## src/rtl/gpio_seq_pkg.sv

```systemverilog
// Shared register map, CSR bit positions and FSM encoding for the gpio_seq
// pattern sequencer.
package gpio_seq_pkg;

    localparam logic [1:0] ADDR_CSR    = 2'd0;
    localparam logic [1:0] ADDR_FIFO   = 2'd1;
    localparam logic [1:0] ADDR_OEMASK = 2'd2;

    localparam int CSR_EN         = 0;
    localparam int CSR_FLUSH      = 1;
    localparam int CSR_DONE_IE    = 2;
    localparam int CSR_OVF_IE     = 3;
    localparam int CSR_BUSY       = 8;
    localparam int CSR_FULL       = 9;
    localparam int CSR_EMPTY      = 10;
    localparam int CSR_DONE       = 12;
    localparam int CSR_OVF        = 13;
    localparam int CSR_LEVEL_LSB  = 16;
    localparam int CSR_LEVEL_W    = 5;
    localparam int FIFO_DELAY_LSB = 16;

    typedef enum logic {
        ST_IDLE = 1'b0,
        ST_HOLD = 1'b1
    } seq_state_e;

    function automatic logic [31:0] csr_word(
        input logic                   en,
        input logic                   done_ie,
        input logic                   ovf_ie,
        input logic                   busy,
        input logic                   full,
        input logic                   empty,
        input logic                   done,
        input logic                   ovf,
        input logic [CSR_LEVEL_W-1:0] level
    );
        logic [31:0] v;
        v = '0;
        v[CSR_EN]      = en;
        v[CSR_DONE_IE] = done_ie;
        v[CSR_OVF_IE]  = ovf_ie;
        v[CSR_BUSY]    = busy;
        v[CSR_FULL]    = full;
        v[CSR_EMPTY]   = empty;
        v[CSR_DONE]    = done;
        v[CSR_OVF]     = ovf;
        v[CSR_LEVEL_LSB +: CSR_LEVEL_W] = level;
        return v;
    endfunction

endpackage

```

## src/rtl/gpio_seq_fifo.sv

```systemverilog
// First-word-fall-through synchronous FIFO; a push into a full FIFO is taken
// only when a pop frees a slot in the same cycle.
module sync_fifo #(
    parameter int WIDTH = 8,
    parameter int DEPTH = 8,
    localparam int AW = $clog2(DEPTH)
) (
    input  logic             clk,
    input  logic             rst,
    input  logic             push,
    input  logic             pop,
    input  logic             flush,
    input  logic [WIDTH-1:0] wdata,
    output logic [WIDTH-1:0] rdata,
    output logic             full,
    output logic             empty,
    output logic [AW:0]      level
);

    localparam logic [AW:0] LVL_FULL = (AW+1)'(DEPTH);

    logic [WIDTH-1:0] r_mem [DEPTH];
    logic [AW-1:0]    r_wr_ptr;
    logic [AW-1:0]    r_rd_ptr;
    logic [AW:0]      r_level;
    logic             w_do_push;
    logic             w_do_pop;

    assign empty     = (r_level == '0);
    assign full      = (r_level == LVL_FULL);
    assign level     = r_level;
    assign rdata     = r_mem[r_rd_ptr];
    assign w_do_pop  = pop & ~empty;
    assign w_do_push = push & (~full | w_do_pop);

    always_ff @(posedge clk or posedge rst) begin
        if (rst) begin
            r_wr_ptr <= '0;
            r_rd_ptr <= '0;
            r_level  <= '0;
        end else if (flush) begin
            r_wr_ptr <= '0;
            r_rd_ptr <= '0;
            r_level  <= '0;
        end else begin
            if (w_do_push) r_wr_ptr <= r_wr_ptr + 1'b1;
            if (w_do_pop)  r_rd_ptr <= r_rd_ptr + 1'b1;
            r_level <= r_level + {{AW{1'b0}}, w_do_push} - {{AW{1'b0}}, w_do_pop};
        end
    end

    // Storage needs no reset: the pointers and level decide what is valid.
    always_ff @(posedge clk) begin
        if (w_do_push && !flush) r_mem[r_wr_ptr] <= wdata;
    end

endmodule

```

## src/rtl/gpio_seq.sv

```systemverilog
// Timed GPIO pattern sequencer: APB register block, (value, delay) FIFO and a
// two-state replay FSM that holds each value for delay+1 cycles.
module gpio_seq
    import gpio_seq_pkg::*;
#(
    parameter int N_GPIOS = 8,
    parameter int DEPTH   = 8,
    parameter int DELAY_W = 16
) (
    input  logic               clk,
    input  logic               rst,
    input  logic               apbs_psel,
    input  logic               apbs_penable,
    input  logic               apbs_pwrite,
    input  logic [15:0]        apbs_paddr,
    input  logic [31:0]        apbs_pwdata,
    output logic [31:0]        apbs_prdata,
    output logic               apbs_pready,
    output logic               apbs_pslverr,
    output logic [N_GPIOS-1:0] seq_o,
    output logic [N_GPIOS-1:0] seq_oe,
    output logic               seq_active,
    output logic               irq,
    output seq_state_e         dbg_state
);

    localparam int EW = N_GPIOS + DELAY_W;
    localparam int LW = $clog2(DEPTH) + 1;

    logic [1:0]         w_addr;
    logic               w_wr;
    logic               w_csr_wr;
    logic               w_fifo_wr;
    logic               w_oem_wr;
    logic               w_flush;
    logic               w_pop;
    logic               w_done_set;
    logic               w_ovf_set;
    logic               w_full;
    logic               w_empty;
    logic [LW-1:0]      w_level;
    logic [EW-1:0]      w_fifo_wdata;
    logic [EW-1:0]      w_fifo_rdata;
    logic               w_unused;

    seq_state_e         r_state;
    seq_state_e         w_state_nxt;
    logic [DELAY_W-1:0] r_cnt;
    logic [N_GPIOS-1:0] r_seq_o;
    logic [N_GPIOS-1:0] r_oemask;
    logic               r_en;
    logic               r_done_ie;
    logic               r_ovf_ie;
    logic               r_done;
    logic               r_ovf;

    // APB: writes commit in the access phase; reads are combinational.
    assign w_addr       = apbs_paddr[3:2];
    assign w_wr         = apbs_psel & apbs_penable & apbs_pwrite;
    assign w_csr_wr     = w_wr & (w_addr == ADDR_CSR);
    assign w_fifo_wr    = w_wr & (w_addr == ADDR_FIFO);
    assign w_oem_wr     = w_wr & (w_addr == ADDR_OEMASK);
    assign w_flush      = w_csr_wr & apbs_pwdata[CSR_FLUSH];
    assign w_ovf_set    = w_fifo_wr & w_full & ~w_pop;
    assign w_fifo_wdata = {apbs_pwdata[FIFO_DELAY_LSB +: DELAY_W], apbs_pwdata[N_GPIOS-1:0]};
    assign w_unused     = ^{apbs_paddr[15:4], apbs_paddr[1:0], apbs_pwdata};

    assign apbs_pready  = 1'b1;
    assign apbs_pslverr = 1'b0;
    assign seq_o        = r_seq_o;
    assign seq_oe       = r_oemask;
    assign seq_active   = r_en;
    assign irq          = (r_done & r_done_ie) | (r_ovf & r_ovf_ie);
    assign dbg_state    = r_state;

    sync_fifo #(
        .WIDTH (EW),
        .DEPTH (DEPTH)
    ) u_fifo (
        .clk   (clk),
        .rst   (rst),
        .push  (w_fifo_wr),
        .pop   (w_pop),
        .flush (w_flush),
        .wdata (w_fifo_wdata),
        .rdata (w_fifo_rdata),
        .full  (w_full),
        .empty (w_empty),
        .level (w_level)
    );

    always_ff @(posedge clk or posedge rst) begin
        if (rst) r_state <= ST_IDLE;
        else     r_state <= w_state_nxt;
    end

    always_comb begin
        w_state_nxt = r_state;
        case (r_state)
            ST_IDLE: if (r_en && !w_empty) w_state_nxt = ST_HOLD;
            ST_HOLD: if (!r_en || (r_cnt == '0 && w_empty)) w_state_nxt = ST_IDLE;
        endcase
    end

    // A finished entry is chained straight into the next one with no gap.
    always_comb begin
        w_pop      = 1'b0;
        w_done_set = 1'b0;
        case (r_state)
            ST_IDLE: w_pop = r_en & ~w_empty;
            ST_HOLD: begin
                w_pop      = r_en & (r_cnt == '0) & ~w_empty;
                w_done_set = r_en & (r_cnt == '0) & w_empty;
            end
        endcase
    end

    always_ff @(posedge clk or posedge rst) begin
        if (rst) begin
            r_seq_o <= '0;
            r_cnt   <= '0;
        end else if (w_pop) begin
            r_seq_o <= w_fifo_rdata[N_GPIOS-1:0];
            r_cnt   <= w_fifo_rdata[EW-1:N_GPIOS];
        end else if (!r_en) begin
            r_cnt <= '0;
        end else if (r_state == ST_HOLD && r_cnt != '0) begin
            r_cnt <= r_cnt - 1'b1;
        end
    end

    // Sticky flags: a set event in the same cycle as W1C wins.
    always_ff @(posedge clk or posedge rst) begin
        if (rst) begin
            r_en      <= 1'b0;
            r_done_ie <= 1'b0;
            r_ovf_ie  <= 1'b0;
            r_done    <= 1'b0;
            r_ovf     <= 1'b0;
            r_oemask  <= '0;
        end else begin
            if (w_csr_wr) begin
                r_en      <= apbs_pwdata[CSR_EN];
                r_done_ie <= apbs_pwdata[CSR_DONE_IE];
                r_ovf_ie  <= apbs_pwdata[CSR_OVF_IE];
            end
            if (w_oem_wr) r_oemask <= apbs_pwdata[N_GPIOS-1:0];
            r_done <= w_done_set | (r_done & ~(w_csr_wr & apbs_pwdata[CSR_DONE]));
            r_ovf  <= w_ovf_set  | (r_ovf  & ~(w_csr_wr & apbs_pwdata[CSR_OVF]));
        end
    end

    always_comb begin
        apbs_prdata = '0;
        case (w_addr)
            ADDR_CSR: apbs_prdata = csr_word(r_en, r_done_ie, r_ovf_ie, r_state == ST_HOLD,
                                             w_full, w_empty, r_done, r_ovf,
                                             CSR_LEVEL_W'(w_level));
            ADDR_OEMASK: apbs_prdata[N_GPIOS-1:0] = r_oemask;
            default: apbs_prdata = '0;
        endcase
    end

endmodule
```

## config.mk

```make
export PLATFORM = sky130hd
export DESIGN_NAME = gpio_seq
export DESIGN_NICKNAME = d
export VERILOG_FILES = /design/src/rtl/gpio_seq_pkg.sv /design/src/rtl/gpio_seq_fifo.sv /design/src/rtl/gpio_seq.sv
export SDC_FILE = /design/constraint.sdc
export NUM_CORES = 1
export LEC_CHECK = 0
export CELL_PAD_IN_SITES_DETAIL_PLACEMENT = 1
export CELL_PAD_IN_SITES_GLOBAL_PLACEMENT = 2
export CORE_AREA = 2 2 155 157
export DETAILED_ROUTE_END_ITERATION = 12
export DIE_AREA = 0 0 157 159
export PLACE_DENSITY = 0.87
export SYNTH_ARGS = -nofsm -noshare
export SYNTH_HDL_FRONTEND = slang
export SYNTH_HIERARCHICAL = 1
export SYNTH_SLANG_ARGS = --single-unit
```

## constraint.sdc

```tcl
create_clock -name clk -period 10.7 [get_ports clk]
set_input_delay 1.07 -clock clk [delete_from_list [all_inputs] [get_ports clk]]
set_output_delay 1.07 -clock clk [all_outputs]
set_load 0.02 [all_outputs]
```

==> run_results.csv, run 1 <==
group,metric,value,unit
grt,grt_pass1_wl,35.5,mm
cells_and_area,drive_above_1_share,22.8,%
power,power_density,249,nW/um^2
grt,met3_usage,2.89,%
setup_path,r2r-start,"r_cnt[0]",
floorplanning,start_util,44.4,%
yosys,ys_warn_count,6,
setup_path,start_kind,"input pin",
clocking,ctsResizeCount,0,
clocking,postCtsHoldBufs,0,
sta,fin_hold_ws,0.494,ns
clocking,clockRootBuffer,"clkbuf_16",
drt,dr.pass1.iters,5,
setup_path,rr_worst_depth,10,
drt,avgRoutedWirePerCell,22.8,um
placed_design,port_buffers,68,
grt,grt_max_degree,51,
placed_design,pre_cts_ws,6.45,ns
setup_path,worstPathCellList,"clkdlybuf4s50_1, nor2b_1, and2_1, clkdlybuf4s50_1",
clocking,cts_tree,"yes",
drt,wl,23.0,mm
cells_and_area,instances_no_fill,1009,
setup_path,r2r-end,"u_fifo/r_mem[1][10]",
yosys,ys_top_cells_by_count,"edfxtp_1 (192), dfrtp_1 (48), mux4_2 (48)",
drt,drt_iter0_markers,356,
floorplanning,io_pins,106,
grt,met2_usage,30.5,%
setup_path,path_class,"input pin to output pin",
yosys,yosysMostFrequentCell,"edfxtp_1",
sta,fin_crit_sh,39.4,%
floorplanning,die-area,25000,um^2
setup_path,end_kind,"output pin",
grt,grt.busiest_layer,"met2",
clocking,clk_pin_slew,0.06,ns
yosys,synth_cells,595,
power,max-vdd-ir-drop,0.117,mV
placed_design,dp_hpwl,14.2,mm
setup_path,max_stage_delay,0.68,ns
yosys,netlist-cell-type-count,70,
setup_path,cp.required,9.63,ns
sta,tns,0,ns
setup_path,crit_family,"buffers and inverters",
yosys,seq_area_frac_synth,67.6,%
yosys,yosys.area.top_type_share,55.9,%
clocking,numClockSinks,240,
sta,worstMarginPinSlew,1.03,ns
sta,rsz0062_at_grt,"no",
setup_path,path_buf_inv,2,
sta,skew,0.0138,ns
worst_hold_path,worstHoldEndpoint,"seq_o[2]",
status,outcome,"complete, no violations",
grt,track_usage,18.8,%
clocking,worst_skew_pair.late_latency,0.51,ns
grt,grt_remaining_overflow,0,
sta,slew_headroom,31.5,%
sta,setup_viol,0,
sta,setup_ws,6.48,ns
sta,slew_violations,0,
yosys,syn_avg_cell_area,17.3,um^2
sta,fmax,237,MHz
drt,num_vias,5591,
floorplanning,num_rows,56,
clocking,cts_setup_buffers,0,
cells_and_area,diodes,0,
grt,grtUsageMet1,25.4,%
setup_path,crit_slowest_cell,"clkdlybuf4s50_1",
drt,viasPerCell,5.54,
yosys,synth_area_leader_cell,"edfxtp_1",
setup_path,crit_top_cell,"clkdlybuf4s50_1",
power,leakagePower,4.12,nW
drt,ant_nets,0,
power,total_power,3.01,mW
flow_run,maxCapViolations,0,
yosys,synth_area_leaders,"edfxtp_1 (56%), dfrtp_1 (12%), mux4_2 (10%)",
worst_hold_path,holdCritPathClass,"flip-flop to flip-flop",
cells_and_area,fin_nets,735,
grt,antenna_found_initial,0,
floorplanning,coreArea,23200,um^2
clocking,htree_levels,1,
cells_and_area,syn_to_final_growth,17.4,%
placed_design,place_congestion,0.819,
setup_path,crit_fanout,9,
grt,grt_pass1_vias,6049,
clocking,cts_buffers,24,
sta,min_period,4.22,ns
floorplanning,die_w,157,um
worst_hold_path,min_path_cells,1,
setup_path,cp.arrival,3.15,ns
yosys,synth_area,10300,um^2
drt,drc_errors,0,
yosys,ys_async_sr_fraction,20.0,%
yosys,ys_ff_latch,240,
clocking,cts_buffer_depth,3,
yosys,ys.flop_type,"edfxtp_1",
sta,hold_violations,0,
worst_hold_path,hold_start,"seq_o[2]",
yosys,synth-edff-count,192,
placed_design,dp.cells,965,
setup_path,r2r_slack,6.78,ns
floorplanning,die_h,159,um
==> stage by stage <==
| stage | instance area (um^2) | utilization [%] |
|---|---|---|
| floorplan | 10400 | - |
| global placement | 11300 | 48.7 |
| detailed placement | 11300 | 48.7 |
| CTS | 12100 | 52.2 |
| global route | 12100 | 52.2 |
| finish | 12100 | 52.2 |
==> layer usage <==
metal / vias to the layer above / part of all wire [%]
li1: 2466 / -
met1: 2877 / 43
met2: 188 / 49
met3: 60 / 5.1
met4: 0 / 3.7
met5: - / 0
==> where the power goes <==
group	switching, mW	internal, mW	total [mW]	leakage [nW]
Combinational	0.507	0.484	0.991	1.42
Sequential	0.0876	1.09	1.18	2.32
Clock	0.339	0.502	0.841	0.381
==> sequential cells by signal (all words and copies together) (netlist names), 3 cells and up <==
register	cells
u_fifo/r_mem	192
r_cnt	16
seq_o	8
seq_oe	8
u_fifo/level	4
u_fifo/r_rd_ptr	3
u_fifo/r_wr_ptr	3
==> cell families (layout without fill, tap and decap cells) <==
kind of cell	count (synthesis)	count (layout)	share of synthesized area (%)
AOI/OAI and AO/OA	55	55	3.85
xor gates and xnor gates	1	1	0.0850
adders and majority gates	10	10	1.29
buffers and inverters	61	141	3.42
DFF	240	240	67.6
muxes	96	96	16.0
other	2	17	0.0729
and+or+nand+nor	130	130	7.71
==> worst max-delay path by stage <==
stage / slack [ns] / cells past startpoint / end / startpoint
2_1_floorplan: 5.68 / 7 / u_fifo/r_mem[0][0] / apbs_paddr[3]
3_3_place_gp: 6.52 / 4 / apbs_prdata[5] / apbs_paddr[3]
3_5_place_dp: 6.45 / 4 / apbs_prdata[5] / apbs_paddr[3]
4_1_cts: 6.45 / 4 / apbs_prdata[5] / apbs_paddr[3]
5_1_grt: 6.34 / 4 / apbs_prdata[4] / apbs_paddr[3]
6_report: 6.48 / 4 / apbs_prdata[5] / apbs_paddr[3]
==> layout make-up <==
class | instances | area [um^2]
Clock inverter | 12 | 145
Fill cell | 2156 | 11100
Timing Repair Buffer | 83 | 793
Inverter | 14 | 52.6
Sequential cell | 240 | 6970
Clock buffer | 32 | 652
Multi-Input combinational cell | 309 | 3090
Tap cell | 319 | 399
==> cell usage in the layout (no fill, tap or decap), types with 8 or more instances in the layout <==
| master | Yosys | final |
|---|---|---|
| nor3_2 | 2 | 8 |
| clkbuf_16 | 0 | 25 |
| dfrtp_1 | 48 | 46 |
| and2_1 | 15 | 15 |
| nand3_1 | 14 | 14 |
| nor2_1 | 15 | 15 |
| mux2_4 | 9 | 9 |
| buf_4 | 20 | 15 |
| mux2_1 | 8 | 8 |
| mux2_2 | 26 | 26 |
| nand2_1 | 21 | 21 |
| clkdlybuf4s50_1 | 0 | 68 |
| a21oi_1 | 10 | 10 |
| nor2b_1 | 10 | 10 |
| mux4_2 | 48 | 48 |
| ha_1 | 9 | 9 |
| conb_1 | 2 | 17 |
| edfxtp_1 | 192 | 192 |
| inv_1 | 14 | 13 |
Power figures use the tool's default switching activity.
==> inputs of run 2 (changes only) <==
- CORE_AREA: 2 2 155 157 -> 2 2 168 170
- DIE_AREA: 0 0 157 159 -> 0 0 170 172
- PLACE_DENSITY: 0.87 -> 0.79
- clock period: 10.7 -> 3.7 ns (I/O delays scaled with it)
==> run_results.csv, run 2 (synthesis results as in run 1) <==
group,metric,value,unit
drt,dr.pass1.iters,4,
setup_path,end_kind,"flip-flop",
power,pwr-share-clk,30.1,%
grt,antenna_found_initial,0,
power,power_density,738,nW/um^2
floorplanning,io_pins,106,
sta,setup_ws,0.486,ns
grt,grt_remaining_overflow,0,
clocking,cts_buffer_depth,3,
setup_path,startpoint,"r_cnt[0]",
cells_and_area,fin_nets,759,
drt,wl_met1,10.6,mm
sta,worstMarginPinSlew,1.01,ns
drt,wl_met2,11.8,mm
sta,tns,0,ns
cells_and_area,diodes,0,
drt,viasPerCell,5.35,
drt,num_vias,5677,
clocking,numClockSinks,240,
sta,setup_viol,0,
cells_and_area,instances_no_fill,1062,
clocking,postCtsHoldBufs,0,
sta,hold_violations,0,
drt,ant_nets,0,
sta,slew_violations,0,
cells_and_area,top_regs,"u_fifo/r_mem: 192 flops, r_cnt: 16 flops",
drt,met3_length,1.43,mm
power,power_frac_seq,38.7,%
grt,grt_pass1_wl,37.6,mm
cells_and_area,fin_util,45.5,%
power,leakagePower,4.31,nW
placed_design,place_congestion,0.829,
cells_and_area,layout_commonest_cell,"edfxtp_1",
power,total_power,9.21,mW
sta,rsz0062_at_grt,"no",
placed_design,pre_cts_ws,0.520,ns
sta,fin_crit_sh,86.9,%
drt,top_layer,"met4",
cells_and_area,largest_reg_flops,192,
status,outcome,"complete, no violations",
placed_design,placed_area,11600,um^2
setup_path,cp-endpoint,"u_fifo/r_mem[3][6]",
power,p_sw_share,30.7,%
floorplanning,start_util,37.5,%
clocking,cts_tree,"yes",
worst_hold_path,holdCritPathClass,"input pin to asynchronous set/reset pin",
sta,skew,0.0158,ns
setup_path,path_class,"flip-flop to flip-flop",
clocking,clockRootBuffer,"clkbuf_16",
setup_path,cp.arrival,3.39,ns
cells_and_area,final_area,12500,um^2
drt,drc_errors,0,
power,switchingPower,2.83,mW
clocking,cts_setup_buffers,0,
clocking,cts_buffers,26,
sta,min_period,3.21,ns
cells_and_area,final_cell_mix,"edfxtp_1 (192), clkdlybuf4s50_1 (68), mux4_2 (48)",
clocking,worst_skew_pair.late_latency,0.53,ns
cells_and_area,syn_to_final_growth,21.1,%
clocking,clk_pin_slew,0.06,ns
power,max-vdd-ir-drop,0.331,mV
floorplanning,die_h,172,um
sta,slew_headroom,32.2,%
setup_path,cp.required,3.88,ns
floorplanning,coreArea,27500,um^2
drt,drt_iter0_markers,359,
grt,track_usage,17.2,%
setup_path,r2r_slack,0.49,ns
grt,grt_max_degree,39,
power,p_comb_share,31.1,%
placed_design,port_buffers,68,
setup_path,r2r-end,"u_fifo/r_mem[3][6]",
grt,grt_pass1_vias,6290,
drt,avgRoutedWirePerCell,23.0,um
placed_design,dp_hpwl,15.9,mm
cells_and_area,top_register,"u_fifo/r_mem",
floorplanning,num_rows,61,
clocking,htree_levels,1,
setup_path,r2r-start,"r_cnt[0]",
floorplanning,die_w,170,um
sta,fmax,311,MHz
placed_design,dp.cells,1014,
cells_and_area,drive_above_1_share,25.3,%
sta,fin_hold_ws,0.189,ns
clocking,ctsResizeCount,0,
floorplanning,die-area,29200,um^2
setup_path,crit_fanout,18,
setup_path,start_kind,"flip-flop",
drt,wl,24.4,mm
flow_run,maxCapViolations,0,
setup_path,rr_worst_depth,9,
power,p_int,6.38,mW
==> run 2: cell types whose count changed in the layout (fill, tap and decap cells not counted), sizes merged <==
cell and change:
clkinv +3, bufinv +3, clkbuf -1, buf +22, clkinvlp -1
==> run 2: final cells by class <==
type | count | area, um^2
timing repair buffer | 105 | 983
fill | 2672 | 15000
tap | 346 | 433
clock buffer | 31 | 701
multi-input combinational | 309 | 3120
sequential | 240 | 6970
inverter | 14 | 52.6
clock inverter | 17 | 231
==> run 2: power by group through the flow <==
stage	Clock (mW)	Sequential [mW]	Combinational, mW
finish	2.78	3.57	2.87
global route	2.93	3.62	3.11
CTS	2.84	3.57	2.89
detailed placement	0	3.63	2.86
global placement	0	3.61	2.78
floorplan	0	3.46	2.12
==> run 2: how the worst min path moves through the flow <==
stage / endpoint / slack, ns / cells after the start
after floorplan: u_fifo/level[0] / 0.21 / 1
after global placement: seq_o[1] / 0.49 / 1
after detailed placement: seq_o[2] / 0.48 / 1
after CTS: seq_o[3] / 0.19 / 2
after global routing: seq_o[1] / 0.20 / 2
final: u_fifo/r_wr_ptr[2] / 0.19 / 2
==> run 2: worst max-delay path: stages (launching register included) <==
cell and delay (ns):
dfrtp_1 0.42, inv_1 0.09, ha_1 0.16, nor4b_4 0.28, nand4_4 0.21, a211oi_2 0.38, nor2b_1 0.29, o21ai_0 0.32
nor3_2 0.30, buf_4 0.40
==> run 2: routing by layer <==
layer  vias to the layer above  GRT usage, %
li1                       2516             -
met3                        38          2.31
met4                         0          5.05
met5                         -             0
met2                       162          29.5
met1                      2961          22.9
==> inputs of run 3 (changes only) <==
- CORE_AREA: 2 2 168 170 -> 2 2 160 162
- DIE_AREA: 0 0 170 172 -> 0 0 162 164
- PLACE_DENSITY: 0.79 -> 0.82
- clock period: 3.7 -> 3.2 ns (I/O delays scaled with it)
==> run_results.csv, run 3 (synthesis results as in run 1) <==
group,metric,value,unit
sta,fin_hold_ws,0.131,ns
floorplanning,die_w,162,um
sta,tns,0,ns
cells_and_area,drive_above_1_share,25.9,%
flow_run,maxCapViolations,0,
clocking,postCtsHoldBufs,0,
setup_path,crit_fanout,11,
sta,setup_viol,0,
setup_path,crit_slowest_cell,"clkdlybuf4s50_1",
placed_design,placed_area,11600,um^2
clocking,clockRootBuffer,"clkbuf_16",
drt,dr.pass1.iters,4,
sta,rsz0062_at_grt,"no",
sta,fin_crit_sh,94.6,%
setup_path,worstPathCellList,"inv_1, ha_1, nor3b_2, buf_4, inv_1, nor3_1, clkdlybuf4s50_1",
cells_and_area,multi_input_area,3160,um^2
grt,track_usage,19.0,%
drt,viasPerCell,5.44,
placed_design,place_congestion,0.779,
clocking,cts_buffers,25,
setup_path,crit_family,"buffers and inverters",
drt,wl,24.3,mm
worst_hold_path,holdCritPathClass,"input pin to asynchronous set/reset pin",
floorplanning,start_util,41.5,%
setup_path,cp.required,2.88,ns
status,outcome,"complete, no violations",
clocking,cts_tree,"yes",
grt,grt_pass1_wl,38.2,mm
placed_design,port_buffers,68,
power,total_power,10.4,mW
cells_and_area,syn_to_final_growth,20.8,%
power,max-vdd-ir-drop,0.487,mV
placed_design,dp_hpwl,15.5,mm
clocking,clk_pin_slew,0.06,ns
cells_and_area,regArea,6970,um^2
cells_and_area,n_fill_cell,2342,
grt,grt_max_degree,42,
setup_path,path_buf_inv,4,
floorplanning,die-area,26600,um^2
cells_and_area,fin_util,50.2,%
grt,grt_pass1_vias,6259,
drt,drt_iter0_markers,344,
sta,hold_violations,0,
drt,num_vias,5690,
setup_path,crit_top_cell,"inv_1",
cells_and_area,top_regs,"u_fifo/r_mem: 192 flops, r_cnt: 16 flops",
cells_and_area,final_area,12500,um^2
cells_and_area,diodes,0,
power,power_density,837,nW/um^2
drt,ant_nets,0,
sta,worstMarginPinSlew,1.04,ns
grt,antenna_found_initial,0,
sta,slew_violations,0,
cells_and_area,layout_commonest_cell,"edfxtp_1",
drt,avgRoutedWirePerCell,23.3,um
cells_and_area,largest_reg_flops,192,
setup_path,r2r_slack,0.23,ns
sta,slew_headroom,30.8,%
clocking,numClockSinks,240,
setup_path,end_kind,"output pin",
floorplanning,die_h,164,um
sta,fmax,330,MHz
setup_path,max_stage_delay,0.63,ns
cells_and_area,top_register,"u_fifo/r_mem",
setup_path,startpoint,"u_fifo/level[2]",
floorplanning,io_pins,106,
cells_and_area,fin_nets,759,
setup_path,cp.arrival,2.71,ns
setup_path,start_kind,"flip-flop",
setup_path,r2r-start,"r_cnt[0]",
grt,grt_remaining_overflow,0,
power,leakagePower,4.31,nW
sta,min_period,3.03,ns
clocking,cts_buffer_depth,3,
clocking,worst_skew_pair.late_latency,0.54,ns
floorplanning,coreArea,24800,um^2
sta,skew,0.0186,ns
floorplanning,num_rows,58,
cells_and_area,final_cell_mix,"edfxtp_1 (192), clkdlybuf4s50_1 (68), mux4_2 (48)",
setup_path,path_class,"flip-flop to output pin",
drt,drc_errors,0,
clocking,htree_levels,1,
[run 3: cell types whose count changed in the layout (fill, tap and decap cells not counted), sizes merged]
cell | previous run | this run
inv | 13 | 14
clkinv | 10 | 7
clkinvlp | 2 | 1
buf | 37 | 38
bufinv | 6 | 3
clkbuf | 31 | 35
[run 3: what timing repair did]
action	4_1_cts	5_1_grt
buffers inserted	0	0
setup endpoints to repair	1	0
gates resized for setup	1	0
hold endpoints to repair	0	0
[run 3: final timing paths]
path                                        to  depth (start not counted)
max in group asynchronous             r_cnt[2]                          3
max                            apbs_prdata[10]                          7
max reg2reg                u_fifo/r_mem[7][19]                         10
min                                   seq_o[0]                          2
min reg2reg                           seq_o[6]                          1
min in group clk                         r_ovf                          4
[run 3: final cells by class]
type                       count  share of cell area, %
inverter                      14                  0.422
clock buffer                  35                   5.65
timing repair buffer         106                   8.16
sequential                   240                   56.0
multi-input combinational    309                   25.3
clock inverter                11                   1.18
tap                          330                   3.31
[run 3: per-stage QoR]
| stage | worst slack [ns] | instances |
|---|---|---|
| 6_report | 0.171 | 1045 |
| 5_1_grt | 0.0224 | 1045 |
| 4_1_cts | 0.121 | 1045 |
| 3_5_place_dp | 0.216 | 999 |
| 3_3_place_gp | 0.260 | 999 |
| 2_1_floorplan | -0.114 | 610 |
[run 3: routing by layer]
layer	track usage (%)	routed length, um
met1	25.7	10800
met2	33.2	12300
met3	2.25	827
met4	4.42	397
met5	0	0
[run 3: report_power, final]
part	switching (mW)	internal [mW]	leakage [nW]
Combinational	1.69	1.72	1.58
Sequential	0.401	3.65	2.32
Clock	1.18	1.78	0.417
[run 3: worst register-to-register path: stages (launching register included)]
cell	delay, ns
dfrtp_1	0.42
inv_1	0.10
ha_1	0.16
nor4b_4	0.25
nand4_4	0.14
a211oi_2	0.39
nor2b_4	0.29
o21ai_0	0.18
buf_4	0.23
nor3_4	0.13
buf_4	0.33
==> patch, RTL diff (flow settings as in run 3) <==
Make the reset (`rst`) synchronous in 4 clocked blocks.
--- a/src/rtl/gpio_seq_fifo.sv
+++ b/src/rtl/gpio_seq_fifo.sv
@@ -33,7 +33,7 @@
     assign w_do_pop  = pop & ~empty;
     assign w_do_push = push & (~full | w_do_pop);
 
-    always_ff @(posedge clk or posedge rst) begin
+    always_ff @(posedge clk) begin
         if (rst) begin
             r_wr_ptr <= '0;
             r_rd_ptr <= '0;
--- a/src/rtl/gpio_seq.sv
+++ b/src/rtl/gpio_seq.sv
@@ -89,7 +89,7 @@
         .level (w_level)
     );
 
-    always_ff @(posedge clk or posedge rst) begin
+    always_ff @(posedge clk) begin
         if (rst) r_state <= ST_IDLE;
         else     r_state <= w_state_nxt;
     end
@@ -115,7 +115,7 @@
         endcase
     end
 
-    always_ff @(posedge clk or posedge rst) begin
+    always_ff @(posedge clk) begin
         if (rst) begin
             r_seq_o <= '0;
             r_cnt   <= '0;
@@ -130,7 +130,7 @@
     end
 
     // Sticky flags: a set event in the same cycle as W1C wins.
-    always_ff @(posedge clk or posedge rst) begin
+    always_ff @(posedge clk) begin
         if (rst) begin
             r_en      <= 1'b0;
             r_done_ie <= 1'b0;
Function: differs if rst is asserted again (counterexample within 4 cycles, from zero or initial values and one cycle with rst high); with rst held inactive, the same outputs for 4 cycles.
==> patch against run 3 <==
- critical endpoint is now u_fifo/level[2]$_SDFF_PP0_
- critical path type is now register to register
- first-iteration DRC count increased by 19%
- critical path depth is 5 higher
- sequential share of layout area fell by 1.6 points
- area after synthesis about the same
- cell area is 0.19% higher
- synthesized cell count increased by 8.4%
- setup slack improved by 0.040 ns
- routed wire length fell by 2.3%
- clock skew down 0.0074 ns
- sequential cell count grew 3
- non-clock buffer count decreased by 4
- hold slack better by 0.31 ns
- highest routed layer unchanged
- fmax increased by 1.3%
Power is not compared: it rests on default switching activity, and its combinational part moved more than twofold at a synthesized area within 25%.
==> patch: results (changes against run 3) <==
Status: finished clean (unchanged). The number of resized instances in the post-cts repair step is 0 (was 1). The total met3 wirelength after detailed routing came out at 1080 µm (was 827 µm). The met2 layer wire length in the routed design is 11800 µm (was 12300 µm). The non-clock buffering overhead in the final layout came out at 0.0820 (was 0.0816).

The violation count after the first detailed-route iteration was 409 (was 344). The critical-path maximum fanout is 7 (was 11). The placed instance area came to 11600 µm² (about the same). The fraction of registers with async set/reset came out at 0 (was 0.200). The synthesized area divided by synthesized cell count came out at 16.0 µm² (was 17.3 µm²). The TritonCTS sink count is 243 (was 240). Most frequent cells after synthesis: sky130_fd_sc_hd__edfxtp_1 (192), sky130_fd_sc_hd__dfxtp_1 (51), sky130_fd_sc_hd__nor2_1 (37), sky130_fd_sc_hd__mux4_2 (36), sky130_fd_sc_hd__a21oi_1 (26) (was sky130_fd_sc_hd__edfxtp_1 (192), sky130_fd_sc_hd__dfrtp_1 (48), sky130_fd_sc_hd__mux4_2 (48), sky130_fd_sc_hd__mux2_2 (26), sky130_fd_sc_hd__nand2_1 (21)). The fraction of the yosys area taken by sequential cells came out at 0.659 (was 0.676).

The half-perimeter wire length of the detailed placement result is 15600 µm (was 15500 µm). The maximum cell stage delay along the critical path came to 0.51 ns (was 0.63 ns). The multi-input gate count came out at 352 (was 309).

The routed via count came out at 5951 (was 5690). The family with the most delay on the worst path is simple AND/OR/NAND/NOR gates (was buffers and inverters). The placed instance count was 1044 (was 999). The critical path arrival is 3.40 ns (was 2.71 ns).

The multi-input gate share of the layout cell area came out at 0.264 (was 0.253). The slew at the pin with the worst max-slew slack is 1.09 ns (was 1.04 ns). The register share of the cell area is 0.544 (was 0.560). Top cells by area, synth: sky130_fd_sc_hd__edfxtp_1 (56%), sky130_fd_sc_hd__dfxtp_1 (9.9%), sky130_fd_sc_hd__mux4_2 (7.9%) (was sky130_fd_sc_hd__edfxtp_1 (56%), sky130_fd_sc_hd__dfrtp_1 (12%), sky130_fd_sc_hd__mux4_2 (10%)). The clock tree cell share of total cell area is 0.0713 (was 0.0682). The number of cells in the finished layout apart from fillers came out at 1093 (was 1045). The number of nets in the final layout came out at 806 (was 759). The fraction of layout cells with a size suffix above 1 is 0.220 (was 0.259).

The largest net degree at the start of global routing came out at 31 (was 42). The number of filler instances in the final layout was 2408 (was 2342). The final setup skew is 0.0112 ns (was 0.0186 ns). The clock latency on the worst-skew pair came to 0.52 ns (was 0.54 ns). The number of clock buffer instances in the layout is 30 (was 35). The final wirelength came to 23800 µm (was 24300 µm). The gate count of the mapped netlist came out at 645 (was 595). The count of unique library cells instantiated by Yosys came out at 64 (was 70). The worst hold-check path type is primary input to register (was primary input to async pin). The number of non-clock buffers in the layout is 102 (was 106). The routability congestion estimate is 0.798 (was 0.779). The count of inverters not on the clock network in the layout is 18 (was 14).
patch: cell count changes after synthesis, moves of 15 or more:
cell                      before  now
sky130_fd_sc_hd__a21oi_1      10   26
sky130_fd_sc_hd__dfrtp_1      48    0
sky130_fd_sc_hd__dfxtp_1       0   51
sky130_fd_sc_hd__mux2_2       26    7
sky130_fd_sc_hd__mux2i_1       5   20
sky130_fd_sc_hd__nor2_1       15   37
sky130_fd_sc_hd__o21ai_0       4   21
patch: logic make-up (layout without fill, tap and decap cells):
logic type      after synthesis  after routing  share of synthesized area
flops                       243            243                      0.659
fa+ha+maj                    10             10                     0.0129
other cells                   2             17                   0.000729
mux                          95             95                      0.166
simple gates                143            143                     0.0734
buf+inv                      65            168                     0.0349
compound gates               83             83                     0.0503
xor+xnor                      4              4                    0.00340
patch: metal layers:
layer | vias to the layer above | global-route usage
li1 | 2685 | -
met1 | 3057 | 0.252
met2 | 165 | 0.305
met3 | 44 | 0.0235
met4 | 0 | 0.0507
met5 | - | 0
patch: power by group:
group / switching, W / total, W / internal (W)
clock: 0.00123 / 0.00306 / 0.00183
sequential: 0.00000451 / 0.00341 / 0.00341
combinational: 0.000115 / 0.000187 / 0.0000720
patch: path summary, 6_finish.rpt:
| kind | slack [ns] | endpoint | start | cells past startpoint |
|---|---|---|---|---|
| setup reg to reg | 0.21 | u_fifo/level[2]$_SDFF_PP0_ | r_cnt[7]$_SDFFE_PP0P_ | 12 |
| setup / recovery | 0.21 | u_fifo/level[2]$_SDFF_PP0_ | r_cnt[7]$_SDFFE_PP0P_ | 12 |
| hold / removal | 0.44 | r_ovf$_SDFF_PP0_ | apbs_pwdata[13] | 4 |
| hold reg to reg | 0.48 | r_ovf$_SDFF_PP0_ | r_ovf$_SDFF_PP0_ | 2 |
